`src/rtl/pc_fetch_unit.sv`:
```
// pc_fetch_unit: IF stage. Holds the PC, addresses instruction memory,
// latches the fetched word and PC-derived values into IF/ID, honours
// hazard stalls and halts fetch when the next PC leaves instruction memory.
module pc_fetch_unit #(
  parameter logic [31:0] RESET_PC = 32'h0000_3000,
  parameter int          IM_AW    = 10
) (
  input  logic             clk,
  input  logic             reset,
  input  logic             stall,
  input  logic             redirect,
  input  logic [31:0]      npc,
  output logic [31:0]      pc4,
  output logic [IM_AW-1:0] im_addr,
  input  logic [31:0]      im_rdata,
  output logic [31:0]      id_instr,
  output logic [31:0]      id_pc,
  output logic [31:0]      id_pc4,
  output logic [31:0]      id_pc8,
  output logic             id_valid,
  output logic             fetch_err,
  output logic [31:0]      err_addr,
  output logic [31:0]      fetch_cnt
);

  // Legal fetch window, widened to 33 bits so the top bound never wraps.
  localparam logic [32:0] PC_LO = {1'b0, RESET_PC};
  localparam logic [32:0] PC_HI = PC_LO + (33'd1 << (IM_AW + 2)) - 33'd4;

  typedef enum logic {
    ST_RUN  = 1'b0,
    ST_HALT = 1'b1
  } state_e;

  state_e      state_q,     state_d;
  logic [31:0] pc_q,        pc_d;
  logic [31:0] id_instr_q,  id_instr_d;
  logic [31:0] id_pc_q,     id_pc_d;
  logic [31:0] id_pc4_q,    id_pc4_d;
  logic [31:0] id_pc8_q,    id_pc8_d;
  logic        id_valid_q,  id_valid_d;
  logic        fetch_err_q, fetch_err_d;
  logic [31:0] err_addr_q,  err_addr_d;
  logic [31:0] fetch_cnt_q, fetch_cnt_d;

  logic [31:0] pc_plus4;
  logic [31:0] pc_plus8;
  logic [31:0] pc_off;
  logic [31:0] nxt_pc;
  logic [32:0] nxt_wide;
  logic        nxt_aligned;
  logic        nxt_in_range;
  logic        nxt_legal;
  logic        unused_pc_off_bits;

  // PC arithmetic and the instruction-memory word index.
  always_comb begin
    pc_plus4 = pc_q + 32'd4;
    pc_plus8 = pc_q + 32'd8;
    pc_off   = pc_q - RESET_PC;
  end

  assign im_addr            = pc_off[IM_AW+1:2];
  assign unused_pc_off_bits = ^{pc_off[31:IM_AW+2], pc_off[1:0]};

  // Candidate next PC and its legality against the memory window.
  always_comb begin
    nxt_pc       = redirect ? npc : pc_plus4;
    nxt_wide     = {1'b0, nxt_pc};
    nxt_aligned  = (nxt_pc[1:0] == 2'b00);
    nxt_in_range = (nxt_wide >= PC_LO) && (nxt_wide <= PC_HI);
    nxt_legal    = nxt_aligned && nxt_in_range;
  end

  // Next-state and datapath update: fetch in RUN, bubble IF/ID in HALT.
  always_comb begin
    state_d     = state_q;
    pc_d        = pc_q;
    id_instr_d  = id_instr_q;
    id_pc_d     = id_pc_q;
    id_pc4_d    = id_pc4_q;
    id_pc8_d    = id_pc8_q;
    id_valid_d  = id_valid_q;
    fetch_err_d = fetch_err_q;
    err_addr_d  = err_addr_q;
    fetch_cnt_d = fetch_cnt_q;

    case (state_q)
      ST_RUN: begin
        if (!stall) begin
          // The current word always issues: it is either a sequential
          // instruction or the delay slot of an accepted redirect.
          id_instr_d  = im_rdata;
          id_pc_d     = pc_q;
          id_pc4_d    = pc_plus4;
          id_pc8_d    = pc_plus8;
          id_valid_d  = 1'b1;
          fetch_cnt_d = fetch_cnt_q + 32'd1;
          if (nxt_legal) begin
            pc_d = nxt_pc;
          end else begin
            fetch_err_d = 1'b1;
            err_addr_d  = nxt_pc;
            state_d     = ST_HALT;
          end
        end
      end
      ST_HALT: begin
        if (!stall) begin
          id_instr_d = 32'd0;
          id_pc_d    = 32'd0;
          id_pc4_d   = 32'd0;
          id_pc8_d   = 32'd0;
          id_valid_d = 1'b0;
        end
      end
      default: begin
        state_d = ST_HALT;
      end
    endcase
  end

  // State register; reset wins over stall, redirect and HALT.
  always_ff @(posedge clk) begin
    if (reset) begin
      state_q     <= ST_RUN;
      pc_q        <= RESET_PC;
      id_instr_q  <= 32'd0;
      id_pc_q     <= 32'd0;
      id_pc4_q    <= 32'd0;
      id_pc8_q    <= 32'd0;
      id_valid_q  <= 1'b0;
      fetch_err_q <= 1'b0;
      err_addr_q  <= 32'd0;
      fetch_cnt_q <= 32'd0;
    end else begin
      state_q     <= state_d;
      pc_q        <= pc_d;
      id_instr_q  <= id_instr_d;
      id_pc_q     <= id_pc_d;
      id_pc4_q    <= id_pc4_d;
      id_pc8_q    <= id_pc8_d;
      id_valid_q  <= id_valid_d;
      fetch_err_q <= fetch_err_d;
      err_addr_q  <= err_addr_d;
      fetch_cnt_q <= fetch_cnt_d;
    end
  end

  assign pc4       = pc_plus4;
  assign id_instr  = id_instr_q;
  assign id_pc     = id_pc_q;
  assign id_pc4    = id_pc4_q;
  assign id_pc8    = id_pc8_q;
  assign id_valid  = id_valid_q;
  assign fetch_err = fetch_err_q;
  assign err_addr  = err_addr_q;
  assign fetch_cnt = fetch_cnt_q;

endmodule

```
`config.mk`:
```
export PLATFORM = sky130hd
export DESIGN_NAME = pc_fetch_unit
export DESIGN_NICKNAME = d
export VERILOG_FILES = /design/src/rtl/pc_fetch_unit.sv
export SDC_FILE = /design/constraint.sdc
export NUM_CORES = 1
export LEC_CHECK = 0
export ABC_AREA = 1
export CAP_MARGIN = 20
export CORE_MARGIN = 1
export CORE_UTILIZATION = 43
export CTS_BUF_LIST = sky130_fd_sc_hd__clkbuf_8 sky130_fd_sc_hd__clkbuf_16
export CTS_CLUSTER_DIAMETER = 30
export DETAILED_ROUTE_END_ITERATION = 10
export GPL_TIMING_DRIVEN = 0
export HOLD_SLACK_MARGIN = 0.05
export PLACE_DENSITY = 0.77
export SLEW_MARGIN = 20
export SYNTH_ARGS = -nofsm -noshare
export SYNTH_HDL_FRONTEND = slang
export SYNTH_SLANG_ARGS = --single-unit
```
`constraint.sdc`:
```
create_clock -name clk -period 2.4 [get_ports clk]
set_clock_uncertainty 0.1 [all_clocks]
set_input_delay 0.48 -clock clk [delete_from_list [all_inputs] [get_ports clk]]
set_output_delay 0.48 -clock clk [all_outputs]
set_load 0.01 [all_outputs]
```
# After elaboration in Yosys (flattened, before gate mapping)
# Index checks and enable logic that the tools add are counted.
# W data, S select, Z words.
# op_classes
n_eq_ne,2
add_sub_neg,4
muxes,16
n_reduce_logical,7
bitwise_logic,3
magnitude_cmp,2
# ops
operator,n
$pmux W32 S2,4
$mux W32,6
$add A32 B1 Y32 const B,1
$add A32 B3 Y32 const B,1
$add A32 B4 Y32 const B,1
$ge A32 B14 Y1 const B,1
$le A32 B14 Y1 const B,1
$sub A12 B1 Y12 const B,1
$reduce_and A3 Y1,2
$mux W1,5
$ne A2 B2 Y1 const B,2
$reduce_and A2 Y1,2
$not A1 Y1,3
$logic_and A1 B1 Y1,2
$logic_not A2 Y1,1
$pmux W1 S2,1
# word_totals
out_inout_bits,236
in_bits,68
register_bits,227

# Logic depth before layout (Yosys ltp)
# depth
depth_word,8
mapped_depth,20
mapped_depth_nobuf,19

# Worst setup path before layout
# No wires, ideal clock.
# synth_path
path_type,register to register
startpoint,register pc_q[2]
endpoint,register err_addr_q[11] (netlist: err_addr[11])
path_stages_with_launch,17
synth_period_minus_slack_ns,2.599
setup_ns,0.115
setup_slack_ns,-0.199
arrival_time_ns,2.384
required_ns,2.185
path_cell_list,dfxtp_1 ha_1 nand3_2 nor2_2 nand2_1 xor2_1 nand2_1 nand2_1 nand2_1 nor2_1 nand2_1 nor2_4 nand2_4 buf_6 buf_6 a21oi_1 nor2_1
# synth_between
elab_chain_len,7
elab_cells_between_ends,8
cone_classes,1 x add/sub; 2 x order compare; 1 x mux; 1 x bitwise; 3 x reduce/logical
# synth_rtl
element,line_no,rtl
from (decl),36,"logic [31:0] pc_q, pc_d;"
from (signal assigned),138,pc_q <= pc_d;
$add A32 B3 Y32 *,58,pc_plus4 = pc_q + 32'd4;
net pc4[12],13,"output logic [31:0] pc4,"
$mux W32 *,68,nxt_pc = redirect ? npc : pc_plus4;
$ge A32 B14 Y1 or $le A32 B14 Y1 (tied branches),71,nxt_in_range = (nxt_wide >= PC_LO) && (nxt_wide <= PC_HI);
$logic_and A1 B1 Y1 *,71,
$logic_and A1 B1 Y1 *,72,nxt_legal = nxt_aligned && nxt_in_range;
$not A1 Y1 (no source line) *,n/a,
$reduce_and A3 Y1 (no source line) *,n/a,
to (signal assigned),145,err_addr_q <= err_addr_d;
to (decl),43,"logic [31:0] err_addr_q, err_addr_d;"
# Mark *: on every way through the listed nets, which the timed path passes. The rest lies on a longest branch.
# A chain may end at the register's enable or synchronous reset.

# Worst setup path after layout
# layout_path
startpoint,register pc_q[16]
endpoint,register pc_q[21]
# layout_between
elab_chain_len,6
elab_cells_between_ends,7
cone_classes,1 x add/sub; 2 x order compare; 1 x mux; 3 x reduce/logical
# layout_rtl
element,line_no
$add A32 B3 Y32 *,58
$mux W32 *,68
$ge A32 B14 Y1 or $le A32 B14 Y1 (tied branches),71
$logic_and A1 B1 Y1,71
$logic_and A1 B1 Y1,72
$reduce_and A3 Y1 (no source line),n/a
# Mark *: on every way between the ends. The rest lies on a longest branch, timed or not.

==> run summary <==
Outcome - finished, violations left
Violated checks - setup timing
Area grow syn2layout - 72.6%
Starting density of the core - 43.9%
Area leader, netlist - dfxtp_1
Hold slack - 351 ps
Maximum clock path buffer count - 3
I/O Buffers - 302
Max-Cap Viols - 0
Startpoint Class - flop
Vert. Die Dim - 157 um
Gate power share - 8.1%
Clock latency on the worst-skew pair - 530 ps
Seq pwr share - 33.3%
# clock sinks - 222
Dpl cells - 2,141
Fmax - 0.356 GHz
Initial DRC Count - 1,229
Sw Ratio - 24.0%
Post-synth EDFFs - 0
WP data required - 2720 ps
Area contributors post-synth - dfxtp_1, nand2_1, a21oi_1
Worst-path clk slew - 50 ps
Io pins - 304
Post-Route WL - 46,400 um
Commonest cells in the synthesized netlist - nand2_1, dfxtp_1, a21oi_1, nor2_1, inv_1
Mean post-synth cell area - 6.77 sq um
Yosys warning total - 0
Final Util - 75.7%
Kind of critical path - reg -> reg
Total CTS buffers - 46
DPL Wire Length - 29,400 um
Core ar. - 23,500 sq um
Synth Flop Type - dfxtp_1
Synth Instances - 1,520
Worst Max-Slew Pin Slew - 925 ps
GRT Util Overall - 33.6%
Drt pass-1 iters - 8
Netlist cell types - 45
NetSw - 2750 uW
Finished Layout Cells - 2,333
Asr flop ratio synth - 0%
Seq/Total Area, Yosys - 43.2%
Post-route DRC - 0
Crit Path Max Fanout - 7
Yosys top cell area share - 43.2%
Power per cell area - 644 nW/um^2
Diodes inserted - 0
Dpl ws - -1300 ps
RSZ-0062 raised after global routing - true
Vias per cell - 5.49
Htree depth - 2
Most frequent cell after synthesis - nand2_1
Cell Int Power - 8690 uW
Relative slew slack - 38.4%
Period utilization - 117%
CP Capture Type - flop
Crit path time final - 2810 ps
Worst vdd ir - 0.000575 V
Synthesized area - 10,300 sq um
Clock network power share - 58.5%
Fin nets - 2,047
Vias in the first global route - 11,700
Final Power - 11,400 uW
Net Count, Synth - 1,591
Share of layout cells above drive strength 1 - 28.2%
Grt total ovfl - 0
Met1 wire length - 17,100 um
DR vias - 12,800
WP data arrival - 3120 ps
Metal3 WL - 5360 um
Fillers - 1,619
Die Footprint - 24,600 sq um
TritonCTS clock tree - built
Final worst slack - -407 ps
Flops & latches, synth - 222
Routed met2 length - 21,200 um
Pins Over Slew Limit - 0
Largest net degree at the start of global routing - 12
Final hold vios - 0
First-pass GRT wire length - 62,900 um
Placer Congestion - 0.961
HP Class - reg -> reg
Initial antenna violation count - 0
Row cnt - 56
WL/cell - 19.9 um
Antenna-violating nets left - 0
Leakage - 0.00730 uW
Root Buffer - clkbuf_16
Chip width - 157 um
Max layer used - met5
Final setup fails - 97
flip-flops by register name (all words and copies together) (netlist names):
signal / flops
id_pc8: 29
id_instr: 32
id_pc: 32
fetch_err: 1
fetch_cnt: 32
err_addr: 32
state_q: 1
id_pc4: 30
id_valid: 1
pc_q: 32
per-layer routing:
layer | GRT usage [%] | vias up
met5 | 2.48 | -
met3 | 7.48 | 244
met4 | 15.5 | 2
met1 | 40.8 | 5907
li1 | - | 5743
met2 | 56.1 | 920
cells in the final DEF (no fill, tap or decap), types with 6 or more instances in the layout:
cell             count
dfxtp_1            193
nand3_2             45
bufinv_16            7
nor3_1              21
nand4_1             17
buf_2                9
or2_2               10
xor2_4               6
clkinv_4             6
nand2_1            392
clkdlybuf4s50_1    273
clkinv_2             6
nor2_2              20
clkbuf_2             9
nand3_1             43
nor2_4              32
clkbuf_16           52
dfxtp_4             18
nand2_4             26
inv_2               13
nand3_4             11
nor2_1             113
clkbuf_1            41
clkinvlp_4           6
o21ai_0             31
xor2_1               6
a21oi_1            139
buf_4               97
buf_1                9
dfxtp_2             11
nand2_2             72
o21ai_2              6
inv_1              134
buf_6               49
a21oi_2             19
layout make-up:
type	count	area [sq um]	share of cell area [%]
clock inverter	35	400	2.25
clock buffer	51	1250	7.05
inverter	144	543	3.05
timing repair buffer	408	3980	22.4
sequential	222	4530	25.5
multi-input combinational	1059	6090	34.3
tap	319	399	2.25
buffer	95	583	3.28
worst max-delay path, cell delays in order, from the launching register on:
cell and delay (ps):
dfxtp_4 430, nand2_4 100, nor2_4 180, nand2_2 140, nor2_4 200, nand2_2 80
nand2_2 100, nand3_1 180, nand2_2 150, inv_1 50, nor2_1 100, nand2_2 110
nor2_8 150, nand3_4 150, buf_12 180, clkbuf_16 160, nand3_1 70, inv_1 50
metrics by stage:
stage / setup TNS (ps) / instance area (sq um)
4_1_cts: -16000 / 16800
6_report: -28640 / 17800
3_5_place_dp: -183240 / 13800
2_1_floorplan: 0 / 10400
5_1_grt: -35200 / 17800
3_3_place_gp: -173770 / 13800
final timing paths:
path | startpoint | end | slack (ps) | cells past startpoint
worst max-delay path | pc_q[16] | pc_q[21] | -410 | 17
worst min-delay path | fetch_err | fetch_err | 350 | 2
worst max register to register | pc_q[16] | pc_q[21] | -410 | 17
worst min register to register | fetch_err | fetch_err | 350 | 2
what timing repair did:
item                       in CTS  in global routing
setup endpoints to repair     206                116
gates cloned                    3                  3
gates resized for setup       364                180
pin swaps                      68                 79
buffers inserted               64                 40
hold buffers                    0                  0
power by group through the flow:
stage / clock network [uW] / registers (uW) / logic, uW
after detailed placement: 0 / 3900 / 827
after global routing: 6910 / 3820 / 993
after CTS: 6700 / 3810 / 871
final: 6700 / 3820 / 929
after floorplan: 0 / 3930 / 351
after global placement: 0 / 3890 / 819
logic make-up after synthesis:
kind of cell | synth area share, %
fa+ha+maj | 0.365
mux | 0.486
compound gates | 11.3
buf+inv | 9.89
xor+xnor | 1.36
simple gates | 33.4
flops | 43.2
Power figures use the tool's default switching activity.
